<file path="config.mk">
export PLATFORM = sky130hd
export DESIGN_NAME = mm_core
export DESIGN_NICKNAME = d
export VERILOG_FILES = /design/src/rtl/mm_pkg.sv /design/src/rtl/mm_addr_gen.sv /design/src/rtl/mm_core.sv
export SDC_FILE = /design/constraint.sdc
export NUM_CORES = 1
export LEC_CHECK = 0
export CAP_MARGIN = 30
export CORE_UTILIZATION = 35
export CTS_CLUSTER_DIAMETER = 30
export DETAILED_ROUTE_END_ITERATION = 10
export SLEW_MARGIN = 20
export SYNTH_ARGS = -nofsm -noshare
export SYNTH_HDL_FRONTEND = slang
export SYNTH_SLANG_ARGS = --single-unit
</file>
<file path="constraint.sdc">
create_clock -name clock -period 6.25 [get_ports clock]
set_clock_uncertainty 0.15 [all_clocks]
set_input_delay 1.25 -clock clock [delete_from_list [all_inputs] [get_ports clock]]
set_output_delay 1.25 -clock clock [all_outputs]
set_load 0.1 [all_outputs]
</file>
<file path="src/rtl/mm_pkg.sv">
// Shared definitions for the matrix-multiply core: default widths and the
// controller state encoding.
package mm_pkg;

  localparam int DEF_ADDR_W = 8;
  localparam int DEF_DATA_W = 16;
  localparam int DEF_DIM_W  = 4;

  typedef enum logic [2:0] {
    IDLE    = 3'd0,
    FETCH_A = 3'd1,
    FETCH_B = 3'd2,
    MAC     = 3'd3,
    WRITE   = 3'd4,
    DONE    = 3'd5
  } mm_state_t;

  // True for the states in which a job is in progress.
  function automatic logic state_is_busy(input mm_state_t st);
    state_is_busy = (st == FETCH_A) || (st == FETCH_B) ||
                    (st == MAC)     || (st == WRITE);
  endfunction

endpackage

</file>
<file path="src/rtl/mm_addr_gen.sv">
// Word-address generator for row-major A, B and C. Pure combinational;
// every sum wraps at ADDR_W bits.
module mm_addr_gen import mm_pkg::*; #(
  parameter int ADDR_W = DEF_ADDR_W,
  parameter int DIM_W  = DEF_DIM_W
) (
  input  logic [ADDR_W-1:0] base_a,
  input  logic [ADDR_W-1:0] base_b,
  input  logic [ADDR_W-1:0] base_c,
  input  logic [DIM_W-1:0]  dim_n,
  input  logic [DIM_W-1:0]  dim_p,
  input  logic [DIM_W-1:0]  row_i,
  input  logic [DIM_W-1:0]  col_j,
  input  logic [DIM_W-1:0]  idx_k,
  output logic [ADDR_W-1:0] addr_a,
  output logic [ADDR_W-1:0] addr_b,
  output logic [ADDR_W-1:0] addr_c
);

  logic [2*DIM_W-1:0] off_a_s;
  logic [2*DIM_W-1:0] off_b_s;
  logic [2*DIM_W-1:0] off_c_s;

  // Row offsets (i*N, k*P, i*P) and the three final addresses.
  always_comb begin
    off_a_s = {{DIM_W{1'b0}}, row_i} * {{DIM_W{1'b0}}, dim_n};
    off_b_s = {{DIM_W{1'b0}}, idx_k} * {{DIM_W{1'b0}}, dim_p};
    off_c_s = {{DIM_W{1'b0}}, row_i} * {{DIM_W{1'b0}}, dim_p};
    addr_a  = base_a + ADDR_W'(off_a_s) + ADDR_W'(idx_k);
    addr_b  = base_b + ADDR_W'(off_b_s) + ADDR_W'(col_j);
    addr_c  = base_c + ADDR_W'(off_c_s) + ADDR_W'(col_j);
  end

endmodule

</file>
<file path="src/rtl/mm_core.sv">
// Matrix-multiply core: C = A x B over a single registered-read memory port.
// Each C element costs N x (FETCH_A, FETCH_B, MAC) plus one WRITE cycle.
// All memory-port and status outputs are registered; their next values are
// derived from the next state and next counters so they line up with the
// state they belong to.
module mm_core import mm_pkg::*; #(
  parameter int ADDR_W = DEF_ADDR_W,
  parameter int DATA_W = DEF_DATA_W,
  parameter int DIM_W  = DEF_DIM_W
) (
  input  logic              clock,
  input  logic              reset,
  input  logic              start,
  input  logic [DIM_W-1:0]  dim_m,
  input  logic [DIM_W-1:0]  dim_n,
  input  logic [DIM_W-1:0]  dim_p,
  input  logic [ADDR_W-1:0] base_a,
  input  logic [ADDR_W-1:0] base_b,
  input  logic [ADDR_W-1:0] base_c,
  input  logic [DIM_W-1:0]  row_first,
  input  logic [DIM_W-1:0]  row_stride,
  output logic [ADDR_W-1:0] mem_addr,
  output logic              mem_write_en,
  output logic [DATA_W-1:0] mem_datain,
  input  logic [DATA_W-1:0] mem_dataout,
  output logic              busy,
  output logic              done
);

  mm_state_t         state_r, state_s;
  logic              accept_s;

  // Job configuration captured when start is accepted.
  logic [DIM_W-1:0]  dim_m_r, dim_n_r, dim_p_r, stride_r;
  logic [ADDR_W-1:0] base_a_r, base_b_r, base_c_r;

  // Configuration seen by the address generator (live inputs on the accept cycle).
  logic [DIM_W-1:0]  dim_n_s, dim_p_s;
  logic [ADDR_W-1:0] base_a_s, base_b_s, base_c_s;

  logic [DIM_W-1:0]  i_r, j_r, k_r, i_s, j_s, k_s;
  logic [DATA_W-1:0] acc_r, acc_s, a_word_r, a_word_s;

  logic [DIM_W:0]    k_inc_s, j_inc_s, i_adv_s;
  logic [DIM_W-1:0]  step_s;

  logic [ADDR_W-1:0] addr_a_s, addr_b_s, addr_c_s;
  logic [ADDR_W-1:0] mem_addr_s;
  logic              mem_write_en_s;
  logic [DATA_W-1:0] mem_datain_s;

  // Loop-bound helpers, one bit wider so the compare never wraps.
  always_comb begin
    k_inc_s = {1'b0, k_r} + (DIM_W+1)'(1'b1);
    j_inc_s = {1'b0, j_r} + (DIM_W+1)'(1'b1);
    if (stride_r == {DIM_W{1'b0}}) begin
      step_s = DIM_W'(1'b1);
    end else begin
      step_s = stride_r;
    end
    i_adv_s = {1'b0, i_r} + {1'b0, step_s};
  end

  // Next-state logic and datapath updates for counters, A word and accumulator.
  always_comb begin
    state_s  = state_r;
    accept_s = 1'b0;
    i_s      = i_r;
    j_s      = j_r;
    k_s      = k_r;
    acc_s    = acc_r;
    a_word_s = a_word_r;
    case (state_r)
      IDLE: begin
        if (start) begin
          accept_s = 1'b1;
          if ((dim_m == {DIM_W{1'b0}}) || (dim_n == {DIM_W{1'b0}}) ||
              (dim_p == {DIM_W{1'b0}}) || (row_first >= dim_m)) begin
            state_s = DONE;
          end else begin
            state_s = FETCH_A;
            i_s     = row_first;
            j_s     = {DIM_W{1'b0}};
            k_s     = {DIM_W{1'b0}};
            acc_s   = {DATA_W{1'b0}};
          end
        end else begin
          state_s = IDLE;
        end
      end
      FETCH_A: state_s = FETCH_B;
      FETCH_B: begin
        a_word_s = mem_dataout;
        state_s  = MAC;
      end
      MAC: begin
        acc_s = acc_r + a_word_r * mem_dataout;
        if (k_inc_s < {1'b0, dim_n_r}) begin
          k_s     = k_inc_s[DIM_W-1:0];
          state_s = FETCH_A;
        end else begin
          state_s = WRITE;
        end
      end
      WRITE: begin
        acc_s = {DATA_W{1'b0}};
        k_s   = {DIM_W{1'b0}};
        if (j_inc_s < {1'b0, dim_p_r}) begin
          j_s     = j_inc_s[DIM_W-1:0];
          state_s = FETCH_A;
        end else begin
          j_s = {DIM_W{1'b0}};
          i_s = i_adv_s[DIM_W-1:0];
          if (i_adv_s >= {1'b0, dim_m_r}) begin
            state_s = DONE;
          end else begin
            state_s = FETCH_A;
          end
        end
      end
      DONE:    state_s = IDLE;
      default: state_s = IDLE;
    endcase
  end

  // Address-generator configuration: live inputs while a start is being accepted.
  always_comb begin
    if (accept_s) begin
      dim_n_s  = dim_n;
      dim_p_s  = dim_p;
      base_a_s = base_a;
      base_b_s = base_b;
      base_c_s = base_c;
    end else begin
      dim_n_s  = dim_n_r;
      dim_p_s  = dim_p_r;
      base_a_s = base_a_r;
      base_b_s = base_b_r;
      base_c_s = base_c_r;
    end
  end

  mm_addr_gen #(
    .ADDR_W (ADDR_W),
    .DIM_W  (DIM_W)
  ) u_addr_gen (
    .base_a (base_a_s),
    .base_b (base_b_s),
    .base_c (base_c_s),
    .dim_n  (dim_n_s),
    .dim_p  (dim_p_s),
    .row_i  (i_s),
    .col_j  (j_s),
    .idx_k  (k_s),
    .addr_a (addr_a_s),
    .addr_b (addr_b_s),
    .addr_c (addr_c_s)
  );

  // Next memory-port values for the state about to be entered.
  always_comb begin
    mem_addr_s     = {ADDR_W{1'b0}};
    mem_write_en_s = 1'b0;
    mem_datain_s   = {DATA_W{1'b0}};
    case (state_s)
      FETCH_A: mem_addr_s = addr_a_s;
      FETCH_B: mem_addr_s = addr_b_s;
      WRITE: begin
        mem_addr_s     = addr_c_s;
        mem_write_en_s = 1'b1;
        mem_datain_s   = acc_s;
      end
      default: mem_addr_s = {ADDR_W{1'b0}};
    endcase
  end

  // State, configuration, datapath and registered-output update.
  always_ff @(posedge clock) begin
    if (reset) begin
      state_r      <= IDLE;
      dim_m_r      <= {DIM_W{1'b0}};
      dim_n_r      <= {DIM_W{1'b0}};
      dim_p_r      <= {DIM_W{1'b0}};
      stride_r     <= {DIM_W{1'b0}};
      base_a_r     <= {ADDR_W{1'b0}};
      base_b_r     <= {ADDR_W{1'b0}};
      base_c_r     <= {ADDR_W{1'b0}};
      i_r          <= {DIM_W{1'b0}};
      j_r          <= {DIM_W{1'b0}};
      k_r          <= {DIM_W{1'b0}};
      acc_r        <= {DATA_W{1'b0}};
      a_word_r     <= {DATA_W{1'b0}};
      mem_addr     <= {ADDR_W{1'b0}};
      mem_write_en <= 1'b0;
      mem_datain   <= {DATA_W{1'b0}};
      busy         <= 1'b0;
      done         <= 1'b0;
    end else begin
      state_r <= state_s;
      if (accept_s) begin
        dim_m_r  <= dim_m;
        dim_n_r  <= dim_n;
        dim_p_r  <= dim_p;
        stride_r <= row_stride;
        base_a_r <= base_a;
        base_b_r <= base_b;
        base_c_r <= base_c;
      end
      i_r          <= i_s;
      j_r          <= j_s;
      k_r          <= k_s;
      acc_r        <= acc_s;
      a_word_r     <= a_word_s;
      mem_addr     <= mem_addr_s;
      mem_write_en <= mem_write_en_s;
      mem_datain   <= mem_datain_s;
      busy         <= state_is_busy(state_s);
      done         <= (state_s == DONE);
    end
  end

endmodule

</file>
==> flow_summary.yaml, run 1 <==
cts:
  tritoncts.num_buffers: 17
  clkSinkCount: 114
  clk_transition_reported_paths_ns: 0.06
  postCtsHoldBufs: 0
  ctsLongestPathBuffers: 2
  clock_tree_from_tritoncts: "built"
  cts-htree-levels: 4
  cts_root_buf: "sky130_fd_sc_hd__clkbuf_16"
  clock_latency_ns: 0.43
worst_setup_path:
  timing_worst_setup_path_type: "in -> reg"
  critPathLaunchType: "input pin"
  endpoint_kind: "flip-flop"
  critical-path-slowest-cell: "sky130_fd_sc_hd__fa_1"
  cell_repeated_most_along_the_worst_path: "sky130_fd_sc_hd__fa_1"
  worstPathCellList: "clkdlybuf4s15_1, buf_4, nand2_1, fa_1, fa_1, inv_2, ha_4, fa_1, inv_1, fa_1, fa_1, inv_2, ha_4, or3_4, o221ai_4, nor2b_1, xnor2_1, a22oi_1, nor2_1"
  worst-endpoint-arrival_ns: 6.11
  critical_path.reg2reg.startpoint: "k_r[0]"
  crit_path_max_fanout: 8
  timing.critical_path.slowest_cell_delay_ns: 0.57
  timing.critical_path.buf_inv: 5
  timing.critical_path.from: "mem_dataout[5]"
  critPathRequiredTime_ns: 6.36
  critical-path-top-delay-family: "adder cells"
timing:
  max_freq_mhz: 166.9
  max-slew-margin-rel_pct: 33.18
  final-max-slew-violation-count: 0
  grt_setup_unrepaired: "no"
  layout_min_cycle_time_ns: 5.992
  final_hold_viol_count: 0
  worst_path_setup_slack_after_routing_ns: 0.2579
  final_setup_vio_count: 0
  timing_worst_slew_pin_value_ns: 0.9992
  min_period_over_period_pct: 95.87
layout:
  ff_latch_area_um2: 2282
  antenna_cells: 0
  finish.cell_count_without_fillers: 1898
  share_of_post_route_cells_with_drive_strength_above_1_pct: 17.91
  flow.area_growth_from_synthesis_pct: 28.81
  design_area_um2: 14320
  multiInputGateArea_um2: 8025
  filler_cell_count: 3011
  finalNetCount: 1797
status:
  outcome: "completed"
power_and_ir_drop:
  power.leakage_nw: 6.840
  cellPowerDensity_nw_per_um2: 287.9
  max-vdd-ir-drop_v: 0.0002032
floorplanning:
  die-height_um: 180.2
  core-area_um2: 30910
  rows: 64
  die_area_um2: 32470
  starting_density_pct: 35.95
  floorplan.io_pins: 90
  die_width_um: 180.2
place:
  dp_hpwl_um: 23760
  routabilityCongestion: 0.8468
  pre_cts_ws_ns: -0.7048
  detailed_place.area_um2: 13280
  number_of_buffers_inserted_by_port_buffering: 89
  dp_cells: 1851
worst_hold_path:
  worstHoldStart: "dim_m_r[3]"
  worstHoldPathType: "reg -> reg"
logic_synthesis:
  ys_top_cells_by_area: "sky130_fd_sc_hd__fa_1, sky130_fd_sc_hd__dfxtp_1, sky130_fd_sc_hd__ha_1"
  synth_async_sr_flop_share_pct: 0
  synth.distinct_cells: 57
  synth.yosys.seq_area_share_pct: 20.54
  synth_seq_cells: 114
  yosysTopAreaCell: "sky130_fd_sc_hd__fa_1"
  mappedNetlistArea_um2: 11110
  synth_edf_count: 0
  synth_fp_nets: 1595
  netlist_instances: 1287
  postSynthAreaPerCell_um2: 8.635
  synth.yosys.warnings: 0
  synth_top_cell_area_share_pct: 24.68
  ys_dominant_reg_cell: "sky130_fd_sc_hd__dfxtp_1"
routing:
  vias: 8947
  detailedRoute.firstIterationViolations: 444
  postRouteWirelength_um: 29240
  post_drt_wl_per_cell_um: 15.41
  first_pass_iters: 5
  postRouteAntennaNets: 0
  post_drt_via_cell_ratio: 4.714
  drc_errors: 0
global_routing:
  vias_in_the_first_global_route: 9119
  grt_start_max_net_pins: 68
  antenna_violations_before_repair: 0
  grt-ovfl-total: 0
  grt_first_pass_wirelength_um: 48130
  gr-usage-all-layers_pct: 18.93
flow_run:
  maxCapViolations: 0
sequential cells by signal, indices dropped and copies added, names as in the netlist, 8 cells and up:
register / cells
a_word_r: 16
acc_r: 16
mem_datain: 16
base_a_r: 8
base_b_r: 8
base_c_r: 8
mem_addr: 8
area by class of cell:
class	count	area share [%]
inverters	237	6.214
flip-flops and latches	114	15.94
repair buffers	234	13.92
multi-input cells	885	56.06
clock buffers	18	2.998
well taps	396	3.461
clock inverters	14	1.398
per-stage QoR:
step	hold slack, ns	util (%)	power (W)	setup TNS [ns]
final	0.3061	46.31	0.004121	0
after CTS	0.3057	45.81	0.004112	-0.001470
after global placement	0.2917	42.96	0.002918	-9.417
after floorplan	0.2816	-	0.002208	0
after detailed placement	0.2974	42.96	0.002940	-11.11
after global routing	0.3214	46.31	0.004430	0
worst paths after layout:
path	cells past startpoint	to	slack (ns)
worst max-delay path	19	mem_datain[11]	0.26
worst min-delay path	2	dim_m_r[3]	0.31
worst max register to register	24	mem_addr[6]	0.50
worst min register to register	2	dim_m_r[3]	0.31
power breakdown:
| group | switching (W) | total [W] | leakage (nW) | internal, W |
|---|---|---|---|---|
| clock network | 0.000398 | 0.00107 | 0.310 | 0.000673 |
| logic | 0.00120 | 0.00216 | 5.60 | 0.000954 |
| registers | 0.0000825 | 0.000892 | 0.927 | 0.000809 |
repair_timing:
action                                  4_1_cts  5_1_grt
resized for setup                            55       61
endpoints found under the setup margin       17       17
setup buffers                                10        5
pin swaps                                    64       63
cells in the final DEF, fill, tap and decap left out, types with 5 or more instances in the layout:
cell and instances:
sky130_fd_sc_hd__clkbuf_2 8, sky130_fd_sc_hd__o21a_1 7, sky130_fd_sc_hd__ha_4 9, sky130_fd_sc_hd__o21ai_0 7, sky130_fd_sc_hd__mux2i_1 17, sky130_fd_sc_hd__xor2_1 13
sky130_fd_sc_hd__clkdlybuf4s50_1 63, sky130_fd_sc_hd__inv_1 224, sky130_fd_sc_hd__ha_1 96, sky130_fd_sc_hd__a21oi_1 60, sky130_fd_sc_hd__buf_4 137, sky130_fd_sc_hd__xnor2_1 49
sky130_fd_sc_hd__and2_1 47, sky130_fd_sc_hd__a21o_1 18, sky130_fd_sc_hd__nor2_1 122, sky130_fd_sc_hd__or2_2 13, sky130_fd_sc_hd__nand2_1 172, sky130_fd_sc_hd__a222oi_1 8
sky130_fd_sc_hd__fa_2 8, sky130_fd_sc_hd__dfxtp_1 114, sky130_fd_sc_hd__nand2b_1 6, sky130_fd_sc_hd__inv_2 13, sky130_fd_sc_hd__a21oi_2 6, sky130_fd_sc_hd__fa_1 129
sky130_fd_sc_hd__buf_6 9, sky130_fd_sc_hd__dlymetal6s2s_1 11, sky130_fd_sc_hd__or3_1 5, sky130_fd_sc_hd__clkbuf_16 17, sky130_fd_sc_hd__a22oi_1 15
logic make-up after synthesis:
family | Yosys count | synth area share [%]
xor gates and xnor gates | 65 | 5.247
adders and majority gates | 246 | 36.93
muxes | 18 | 1.734
buffers and inverters | 288 | 9.818
DFF | 114 | 20.54
and+or+nand+nor | 403 | 16.07
AOI/OAI and AO/OA | 153 | 9.671
worst min-delay path, delay by kind of cell, from the launching register on:
family	cells	cell delay (ns)
simple gates	1	0.05
compound gates	1	0.05
flops	1	0.31
Yosys cell counts, types with 2 or more instances:
library cell	count
sky130_fd_sc_hd__nor2b_1	4
sky130_fd_sc_hd__a22oi_4	2
sky130_fd_sc_hd__o221ai_2	2
sky130_fd_sc_hd__nand3_1	4
sky130_fd_sc_hd__nor2_4	2
sky130_fd_sc_hd__xnor2_1	51
sky130_fd_sc_hd__o21ai_0	9
sky130_fd_sc_hd__and2_1	49
sky130_fd_sc_hd__mux2i_1	17
sky130_fd_sc_hd__dfxtp_1	114
sky130_fd_sc_hd__nor2_1	124
sky130_fd_sc_hd__nand4_1	2
sky130_fd_sc_hd__and3_1	2
sky130_fd_sc_hd__o21bai_1	4
sky130_fd_sc_hd__inv_1	237
sky130_fd_sc_hd__nor4_1	3
sky130_fd_sc_hd__a31oi_1	4
sky130_fd_sc_hd__nand2_1	174
sky130_fd_sc_hd__nor3_1	4
sky130_fd_sc_hd__or2_2	15
sky130_fd_sc_hd__nand2b_1	8
sky130_fd_sc_hd__a22oi_1	16
sky130_fd_sc_hd__a2111oi_0	2
sky130_fd_sc_hd__or3_1	6
sky130_fd_sc_hd__a222oi_1	8
sky130_fd_sc_hd__fa_1	137
sky130_fd_sc_hd__a21oi_1	66
sky130_fd_sc_hd__xor2_1	13
sky130_fd_sc_hd__ha_1	108
sky130_fd_sc_hd__o211ai_1	2
sky130_fd_sc_hd__buf_2	8
sky130_fd_sc_hd__a21o_1	18
sky130_fd_sc_hd__o21a_1	7
sky130_fd_sc_hd__clkbuf_1	42
routing by layer:
metal | global-route usage, % | vias up | share of wire [%]
li1 | - | 4403 | -
met1 | 24.39 | 4324 | 44
met2 | 33.33 | 190 | 51
met3 | 2.304 | 30 | 4.1
met5 | 0 | - | 0
met4 | 4.991 | 0 | 1.3
Note: power is estimated with default switching activity, not from simulation.
==> inputs of run 2 (changes only) <==
==> constraint.sdc (replaced) <==
create_clock -name clock -period 6.1 [get_ports clock]
set_clock_uncertainty 0.15 [all_clocks]
set_input_delay 1.22 -clock clock [delete_from_list [all_inputs] [get_ports clock]]
set_output_delay 1.22 -clock clock [all_outputs]
set_load 0.1 [all_outputs]
==> run 2 against run 1 <==
- flip-flop and latch count unchanged
- global-route usage up 0.22 points
- first-iteration DRC count up 12%
==> flow_summary.yaml, run 2 (synthesized netlist as in run 1, its figures left out) <==
global_routing:
  grt_first_pass_wirelength_um: 48530
  antenna_violations_before_repair: 0
  grt-ovfl-total: 0
  vias_in_the_first_global_route: 9315
  gr-usage-all-layers_pct: 19.15
  grt_start_max_net_pins: 85
cts:
  cts-htree-levels: 4
  cts_root_buf: "sky130_fd_sc_hd__clkbuf_16"
  clock_latency_ns: 0.43
  clk_transition_reported_paths_ns: 0.06
  ctsLongestPathBuffers: 2
  clkSinkCount: 114
  tritoncts.num_buffers: 17
  clock_tree_from_tritoncts: "built"
  postCtsHoldBufs: 0
layout:
  antenna_cells: 0
  utilization_pct: 46.48
  layout_top_registers: "a_word_r (16), acc_r (16), mem_datain (16)"
  share_of_post_route_cells_with_drive_strength_above_1_pct: 18.82
  finalNetCount: 1800
  most-common-layout-cells: "sky130_fd_sc_hd__inv_1, sky130_fd_sc_hd__nand2_1, sky130_fd_sc_hd__buf_4, sky130_fd_sc_hd__fa_1, sky130_fd_sc_hd__nor2_1"
  flow.area_growth_from_synthesis_pct: 29.27
  mostFrequentLayoutCell: "sky130_fd_sc_hd__inv_1"
routing:
  postRouteWirelength_um: 30260
  vias: 9092
  detailedRoute.firstIterationViolations: 496
  post_drt_wl_per_cell_um: 15.93
  post_drt_via_cell_ratio: 4.785
  postRouteAntennaNets: 0
  drc_errors: 0
  first_pass_iters: 5
worst_hold_path:
  worstHoldPathType: "reg -> reg"
  worstHoldStart: "dim_m_r[2]"
  min_delay_path_depth: 2
  min_delay_worst_endpoint: "dim_m_r[2]"
timing:
  max_freq_mhz: 168.1
  timing_worst_slew_pin_value_ns: 0.9796
  min_period_over_period_pct: 97.54
  grt_setup_unrepaired: "yes"
  final-max-slew-violation-count: 0
  max-slew-margin-rel_pct: 34.49
  final_setup_vio_count: 0
  final_hold_viol_count: 0
  hold_slack_ns: 0.3033
  layout_min_cycle_time_ns: 5.950
place:
  routabilityCongestion: 0.8488
  dp_hpwl_um: 23900
  number_of_buffers_inserted_by_port_buffering: 89
worst_setup_path:
  crit_path_max_fanout: 6
  critPathRequiredTime_ns: 6.24
  endpoint_kind: "flip-flop"
  ff2ff_path_depth: 21
  critical-path-slowest-cell: "sky130_fd_sc_hd__fa_1"
  critical_path.reg2reg.startpoint: "k_r[0]"
  worstPathCellList: "clkdlybuf4s15_2, nand2_1, fa_1, inv_1, fa_1, inv_2, fa_1, fa_1, inv_2, fa_1, fa_1, ha_4, a21o_1, a21oi_2, o211ai_1, o211ai_1, xnor2_1, a22oi_1, nor2_1"
  r2r_slack_ns: 0.34
  worst-endpoint-arrival_ns: 6.09
  timing.critical_path.from: "mem_dataout[6]"
  r2r_end: "mem_addr[7]"
  cell_repeated_most_along_the_worst_path: "sky130_fd_sc_hd__fa_1"
  critPathLaunchType: "input pin"
  timing.critical_path.slowest_cell_delay_ns: 0.56
  timing_worst_setup_path_type: "in -> reg"
floorplanning:
  core-area_um2: 30910
  floorplan.io_pins: 90
  rows: 64
  die-height_um: 180.2
  die_width_um: 180.2
  die_area_um2: 32470
  starting_density_pct: 35.95
power_and_ir_drop:
  power.leakage_nw: 6.772
  total_power_w: 0.004204
  cellPowerDensity_nw_per_um2: 292.6
  max-vdd-ir-drop_v: 0.0002072
flow_run:
  maxCapViolations: 0
status:
  outcome: "completed"
[run 2: power breakdown]
| part | internal, W | switching, W | total (W) |
|---|---|---|---|
| registers | 0.000829 | 0.0000854 | 0.000915 |
| clock network | 0.000644 | 0.000414 | 0.00106 |
| logic | 0.000986 | 0.00124 | 0.00223 |
[run 2: worst max-delay path by stage]
stage / endpoint / slack (ns)
finish: mem_datain[15] / 0.15
global route: mem_addr[7] / -0.03
CTS: mem_addr[7] / 0.005
detailed placement: mem_addr[6] / -0.91
global placement: mem_addr[6] / -0.84
floorplan: mem_addr[7] / -0.04
[run 2: critical path, delay by kind of cell]
family          cells  cell delay, ns
compound gates      5            0.79
xor+xnor            1            0.10
fa+ha+maj           7            3.38
buf+inv             4            0.43
simple gates        2            0.16
[run 2: what timing repair did]
action                     in CTS  in global routing
setup endpoints to repair      17                 16
resized for setup              69                 74
cloned                          1                  0
pin swaps                      54                 69
setup buffers                   9                 11
[run 2: routing by layer]
| metal | track usage [%] | part of all wire [%] | vias to the layer above |
|---|---|---|---|
| met5 | 0 | 0 | - |
| met1 | 24.58 | 43 | 4410 |
| met3 | 3.577 | 4.8 | 45 |
| met2 | 32.59 | 50 | 230 |
| li1 | - | - | 4407 |
| met4 | 5.709 | 2.1 | 0 |
[run 2: area by class of cell]
cell class                 count  area (um2)
fill                        3024       16540
multi-input combinational    885        8078
sequential                   114        2282
timing repair buffer         237        2014
inverter                     237       892.1
tap                          396       495.5
clock buffer                  17       425.4
clock inverter                14       178.9
[run 2: per-stage QoR]
step	cell area [um2]	instances	setup slack [ns]	setup TNS, ns
after CTS	14090	1889	0.004947	0
final	14370	1900	0.1503	0
after floorplan	11140	1287	-0.04477	-0.04477
after global routing	14370	1900	-0.03047	-0.04264
after global placement	13280	1848	-0.8424	-12.48
after detailed placement	13280	1848	-0.9110	-13.10
